`src/rtl/pipe4_issue_ctrl.sv`:
```
// In-order issue controller for the 4-stage ALU pipe: op FIFO, RAW scoreboard, registered issue strobe.
// Optional ISSUE_STATS_EN adds saturating stall_cnt / issue_cnt outputs.
module pipe4_issue_ctrl #(
  parameter int QDEPTH   = 4,
  parameter int PIPE_LAT = 3
) (
  input  logic                      clk1,
  input  logic                      rst,
  input  logic                      in_valid,
  output logic                      in_ready,
  input  logic [3:0]                in_rs1,
  input  logic [3:0]                in_rs2,
  input  logic [3:0]                in_rd,
  input  logic [3:0]                in_func,
  input  logic [7:0]                in_addr,
  input  logic                      in_write,
  input  logic                      hold,
  output logic                      out_valid,
  output logic [3:0]                out_rs1,
  output logic [3:0]                out_rs2,
  output logic [3:0]                out_rd,
  output logic [3:0]                out_func,
  output logic [7:0]                out_addr,
  output logic                      out_write,
  output logic [15:0]               busy,
  output logic [$clog2(QDEPTH):0]   q_count
`ifdef ISSUE_STATS_EN
  ,
  output logic [15:0]               stall_cnt,
  output logic [15:0]               issue_cnt
`endif
);
  localparam int QW  = $clog2(QDEPTH);
  localparam int CW  = $clog2(PIPE_LAT + 1);
  localparam int OPW = 25;
  localparam logic [QW:0]   QFULL = (QW + 1)'(QDEPTH);
  localparam logic [CW-1:0] LAT   = CW'(PIPE_LAT);

  // Packed op layout: {write, addr[7:0], func[3:0], rd[3:0], rs2[3:0], rs1[3:0]}
  logic [OPW-1:0] mem [QDEPTH];
  logic [QW-1:0]  head_ptr;
  logic [QW-1:0]  tail_ptr;
  logic [OPW-1:0] head_op;
  logic [OPW-1:0] in_op;
  logic [CW-1:0]  cnt [16];
  logic           push;
  logic           pop;
  logic           head_blocked;
  logic           not_empty;

  assign in_op        = {in_write, in_addr, in_func, in_rd, in_rs2, in_rs1};
  assign head_op      = mem[head_ptr];
  assign not_empty    = (q_count != '0);
  assign in_ready     = !rst && (q_count != QFULL);
  assign push         = in_valid && in_ready;
  // rd is deliberately not checked: WAW cannot reorder in a fixed-latency in-order pipe.
  assign head_blocked = busy[head_op[3:0]] || busy[head_op[7:4]];
  assign pop          = not_empty && !hold && !head_blocked;

  always_comb begin
    busy = '0;
    for (int r = 0; r < 16; r++) busy[r] = (cnt[r] != '0);
  end

  always_ff @(posedge clk1) begin
    if (push) mem[tail_ptr] <= in_op;
  end

  // Pointers wrap naturally at QDEPTH; fullness comes from q_count only.
  always_ff @(posedge clk1) begin
    if (rst) begin
      head_ptr <= '0;
      tail_ptr <= '0;
      q_count  <= '0;
    end else begin
      if (push) tail_ptr <= tail_ptr + 1'b1;
      if (pop)  head_ptr <= head_ptr + 1'b1;
      if (push && !pop)      q_count <= q_count + 1'b1;
      else if (pop && !push) q_count <= q_count - 1'b1;
    end
  end

  // A load from an issue at this edge overrides that register's decrement.
  always_ff @(posedge clk1) begin
    for (int r = 0; r < 16; r++) begin
      if (rst)                                 cnt[r] <= '0;
      else if (pop && head_op[11:8] == 4'(r))  cnt[r] <= LAT;
      else if (cnt[r] != '0)                   cnt[r] <= cnt[r] - 1'b1;
    end
  end

  always_ff @(posedge clk1) begin
    if (rst) begin
      out_valid <= 1'b0;
      out_rs1   <= '0;
      out_rs2   <= '0;
      out_rd    <= '0;
      out_func  <= '0;
      out_addr  <= '0;
      out_write <= 1'b0;
    end else if (pop) begin
      out_valid <= 1'b1;
      {out_write, out_addr, out_func, out_rd, out_rs2, out_rs1} <= head_op;
    end else begin
      out_valid <= 1'b0;
      out_write <= 1'b0;
    end
  end

`ifdef ISSUE_STATS_EN
  always_ff @(posedge clk1) begin
    if (rst) begin
      stall_cnt <= '0;
      issue_cnt <= '0;
    end else begin
      if (not_empty && !hold && head_blocked && stall_cnt != 16'hFFFF)
        stall_cnt <= stall_cnt + 1'b1;
      if (pop && issue_cnt != 16'hFFFF)
        issue_cnt <= issue_cnt + 1'b1;
    end
  end
`endif

endmodule

```
`config.mk`:
```
export PLATFORM = sky130hd
export DESIGN_NAME = pipe4_issue_ctrl
export DESIGN_NICKNAME = d
export VERILOG_FILES = /design/src/rtl/pipe4_issue_ctrl.sv
export SDC_FILE = /design/constraint.sdc
export NUM_CORES = 1
export LEC_CHECK = 0
export ABC_AREA = 1
export CAP_MARGIN = 10
export CORE_MARGIN = 2
export CORE_UTILIZATION = 57
export DETAILED_ROUTE_END_ITERATION = 8
export PLACE_DENSITY = 0.8
export SLEW_MARGIN = 20
export SYNTH_ARGS = -nofsm -noshare
export SYNTH_HDL_FRONTEND = slang
export SYNTH_SLANG_ARGS = --single-unit
```
`constraint.sdc`:
```
create_clock -name clk1 -period 3.77 [get_ports clk1]
set_input_delay 1.131 -clock clk1 [delete_from_list [all_inputs] [get_ports clk1]]
set_output_delay 1.131 -clock clk1 [all_outputs]
set_load 0.02 [all_outputs]
```
==> results of run 1 <==
==> Yosys cell counts, drive strengths merged (21+ instances only) <==
library cell	instances
a21oi	29
buf	22
dfxtp	35
edfxtp	132
ha	21
inv	91
nand2	163
nand3	97
nand4	30
nor2	61
o21ai	30
==> logic make-up after synthesis <==
family,count (synthesis),share of synthesized area (%)
DFF,167,60.6
buffers and inverters,127,7.12
and+or+nand+nor,359,21.9
AOI/OAI and AO/OA,81,6.48
adders and majority gates,22,3.67
xor gates and xnor gates,2,0.228
==> layout by cell type (no fill, tap or decap), types with 3 or more instances in the layout <==
cell	n
nand2_1	155
edfxtp_1	132
inv_1	87
nand3_1	86
clkdlybuf4s50_1	74
nor2_1	55
dfxtp_1	34
nand4_1	30
a21oi_1	28
o21ai_0	21
ha_1	21
clkbuf_16	17
buf_4	13
a32o_1	12
o21ai_1	9
nand3_2	9
nand2_2	6
or2_1	6
a32oi_1	6
clkinv_4	6
nor2_2	5
inv_2	3
clkinvlp_4	3
==> layer usage <==
metal | vias to the layer above | global-route usage [%] | routed length, µm
met2 | 239 | 43.0 | 8860
met3 | 55 | 5.99 | 1090
met1 | 2785 | 29.4 | 6800
met4 | 0 | 11.7 | 508
met5 | - | 0 | 0
li1 | 2757 | - | -
==> power by group through the flow <==
stage	combinational, mW	clock (mW)	sequential [mW]
after floorplan	1.22	0	2.44
after global placement	1.83	0	2.40
after detailed placement	1.94	0	2.41
after CTS	1.95	1.60	2.37
after global routing	2.15	1.68	2.40
final	1.97	1.59	2.37
==> worst max path at each step <==
stage	slack, ps	endpoint	start
global route	180	in_ready	rst
global placement	280	in_ready	rst
finish	260	in_ready	rst
detailed placement	260	in_ready	rst
CTS	250	in_ready	rst
floorplan	220	mem[0][0]$_DFFE_PP_	rst
==> flip-flops by register name, indices dropped and copies added (netlist names), named ones only <==
name       flops
cnt           32
out_valid      1
out_rd         4
head_ptr       2
tail_ptr       2
mem          100
out_write      1
q_count        3
out_addr       8
out_rs2        4
out_func       4
out_rs1        4
==> worst register-to-register path, delay by kind of cell (launching register included) <==
| family | cells | cell delay [ps] |
|---|---|---|
| adders and majority gates | 2 | 560 |
| DFF | 1 | 460 |
| buffers and inverters | 3 | 410 |
| AOI/OAI and AO/OA | 4 | 490 |
| and+or+nand+nor | 10 | 1170 |
==> cell type report <==
| class | count | area, µm² |
|---|---|---|
| inverter | 93 | 354 |
| tap | 176 | 220 |
| sequential | 167 | 4670 |
| multi-input combinational | 464 | 2500 |
| fill | 958 | 4050 |
| clock inverter | 12 | 97.6 |
| timing repair buffer | 88 | 858 |
| clock buffer | 20 | 447 |
==> what timing repair did <==
action                                  in CTS  in global routing
endpoints found under the setup margin       0                  1
buffers inserted                             0                  0
hold buffers                                 0                  0
resized for setup                            0                  1
==> reports/results.tsv, run 1 <==
stage	metric	value	unit
synthesis	synth_edf_count	132	
flow_run	drv_cap	0	
timing	fin_crit_sh	93.2	%
cts	tritoncts	yes	
pwr	power_density	650	nW/µm²
timing	rsz0062_at_grt	false	
timing	drv_slew	0	
drt	drc	0	
timing	tightest_slew	683	ps
placement	dpl-instance-area	8590	µm²
floorplan	die_x	120	µm
drt	first_iter_violations	651	
pwr	clkPwrFrac	26.8	%
global_routing	grt_usage	24.9	%
synthesis	synth_cells	758	
status	status	completed	
drt	first_pass_iters	6	
setup_path	crit_top_cell	clkdlybuf4s50_1	
setup_path	cp.depth	3	
floorplan	num_rows	42	
floorplan	initial_core_util	58.4	%
drt	vias	5836	
setup_path	rr_worst_depth	19	
synthesis	synth.top_cells.by_area	edfxtp_1 51%, dfxtp_1 9.1%, nand2_1 7.6%	
timing	finalSetupTns	0	ps
cts	clkTransAtPathRegs	60	ps
global_routing	grt_pass1_wl	27600	µm
setup_path	endpoint_kind	primary output	
final_layout	drive_above_1_share	9.24	%
floorplan	die_area	14500	µm²
synthesis	synth.avg_cell_area	10.2	µm²
cts	cts_max_level	4	
cts	clock_sinks	167	
floorplan	die_h	120	µm
pwr	swShare	34.8	%
cts	clockBufferDepth	2	
timing	min_period	3510	ps
synthesis	synth_cell_type_count	36	
setup_path	path_buf_inv	2	
hold_path	min_path_type	register to register	
drt	routed_wl	17300	µm
pwr	power_frac_comb	33.2	%
timing	whs	487	ps
setup_path	crit_type	input port to primary output	
timing	finalHoldViolations	0	
setup_path	startpoint_type	input port	
floorplan	ios	75	
timing	skew	17.6	ps
hold_path	hold_end	out_addr[4]$_SDFFE_PP0P_	
pwr	power	5.94	mW
final_layout	syn_to_final_growth	18.7	%
setup_path	r2r_end	q_count[2]$_SDFFE_PP0P_	
placement	dp_cells	988	
timing	fmax	285	MHz
timing	layout_setup_ws	258	ps
placement	dpl.hpwl	11500	µm
placement	gp_congestion	0.896	
setup_path	required	2640	ps
pwr	p_seq_share	39.9	%
pwr	p_leak	3.65	nW
placement	place_ws	263	ps
cts	cts_inserted_buffers	17	
hold_path	hold-path-cell-count	2	
global_routing	antenna_found_initial	0	
timing	setup_violations	0	
setup_path	slowest_stage	clkdlybuf4s50_1	
drt	ant_nets	0	
pwr	internal-power	3.87	mW
setup_path	slowest_delay	640	ps
synthesis	synth_top_area_share	51.5	%
final_layout	utilization	69.3	%
global_routing	overflow	0	
global_routing	grt_pass1_vias	5835	
synthesis	seq_area_frac_synth	60.6	%
synthesis	synth_nets	809	
final_layout	final_nets	882	
floorplan	core	13200	µm²
cts	clock_latency	440	ps
setup_path	crit_chain	clkdlybuf4s50_1, a31oi_1, clkdlybuf4s50_1	
drt	via_per_inst	5.72	
setup_path	crit_fanout	2	
final_layout	design_area	9140	µm²
setup_path	cp_data_arrival_time	2380	ps
final_layout	fin_cells	1020	
hold_path	hp-start	out_addr[4]$_SDFFE_PP0P_	
synthesis	synth_top_area_cell	edfxtp_1	
pwr	power.switching	2.07	mW
synthesis	async_reset_ff_share	0	%
global_routing	grt_max_degree	58	
synthesis	ys.flop_type	edfxtp_1	
placement	io_buffers	74	
synthesis	synth_area	7700	µm²
synthesis	ys_ff_latch	167	
final_layout	diodes	0	
setup_path	cp_top_family	buffers and inverters	
cts	clockRootBuffer	clkbuf_16	
synthesis	yosys_warnings	0	
setup_path	r2r_slack	550	ps
timing	slew_headroom	54.5	%
pwr	ir_drop	0.404	mV
drt	wl_per_cell	16.9	µm
Power figures use the tool's default switching activity.
==> run 2, diff against run 1 <==
--- a/config.mk
+++ b/config.mk
@@ -11,7 +11,6 @@
 export CORE_UTILIZATION = 57
 export DETAILED_ROUTE_END_ITERATION = 8
 export PLACE_DENSITY = 0.8
-export SLEW_MARGIN = 20
 export SYNTH_ARGS = -nofsm -noshare
 export SYNTH_HDL_FRONTEND = slang
 export SYNTH_SLANG_ARGS = --single-unit
==> results of run 2 <==
No change in the layout: final DEF, timing and power equal those of run 1.
==> run 3, diff against run 2 <==
--- a/config.mk
+++ b/config.mk
@@ -11,6 +11,7 @@
 export CORE_UTILIZATION = 57
 export DETAILED_ROUTE_END_ITERATION = 8
 export PLACE_DENSITY = 0.8
+export SETUP_SLACK_MARGIN = 0.1
 export SYNTH_ARGS = -nofsm -noshare
 export SYNTH_HDL_FRONTEND = slang
 export SYNTH_SLANG_ARGS = --single-unit
==> results of run 3 <==
No change in the layout: final DEF, timing and power equal those of run 1.
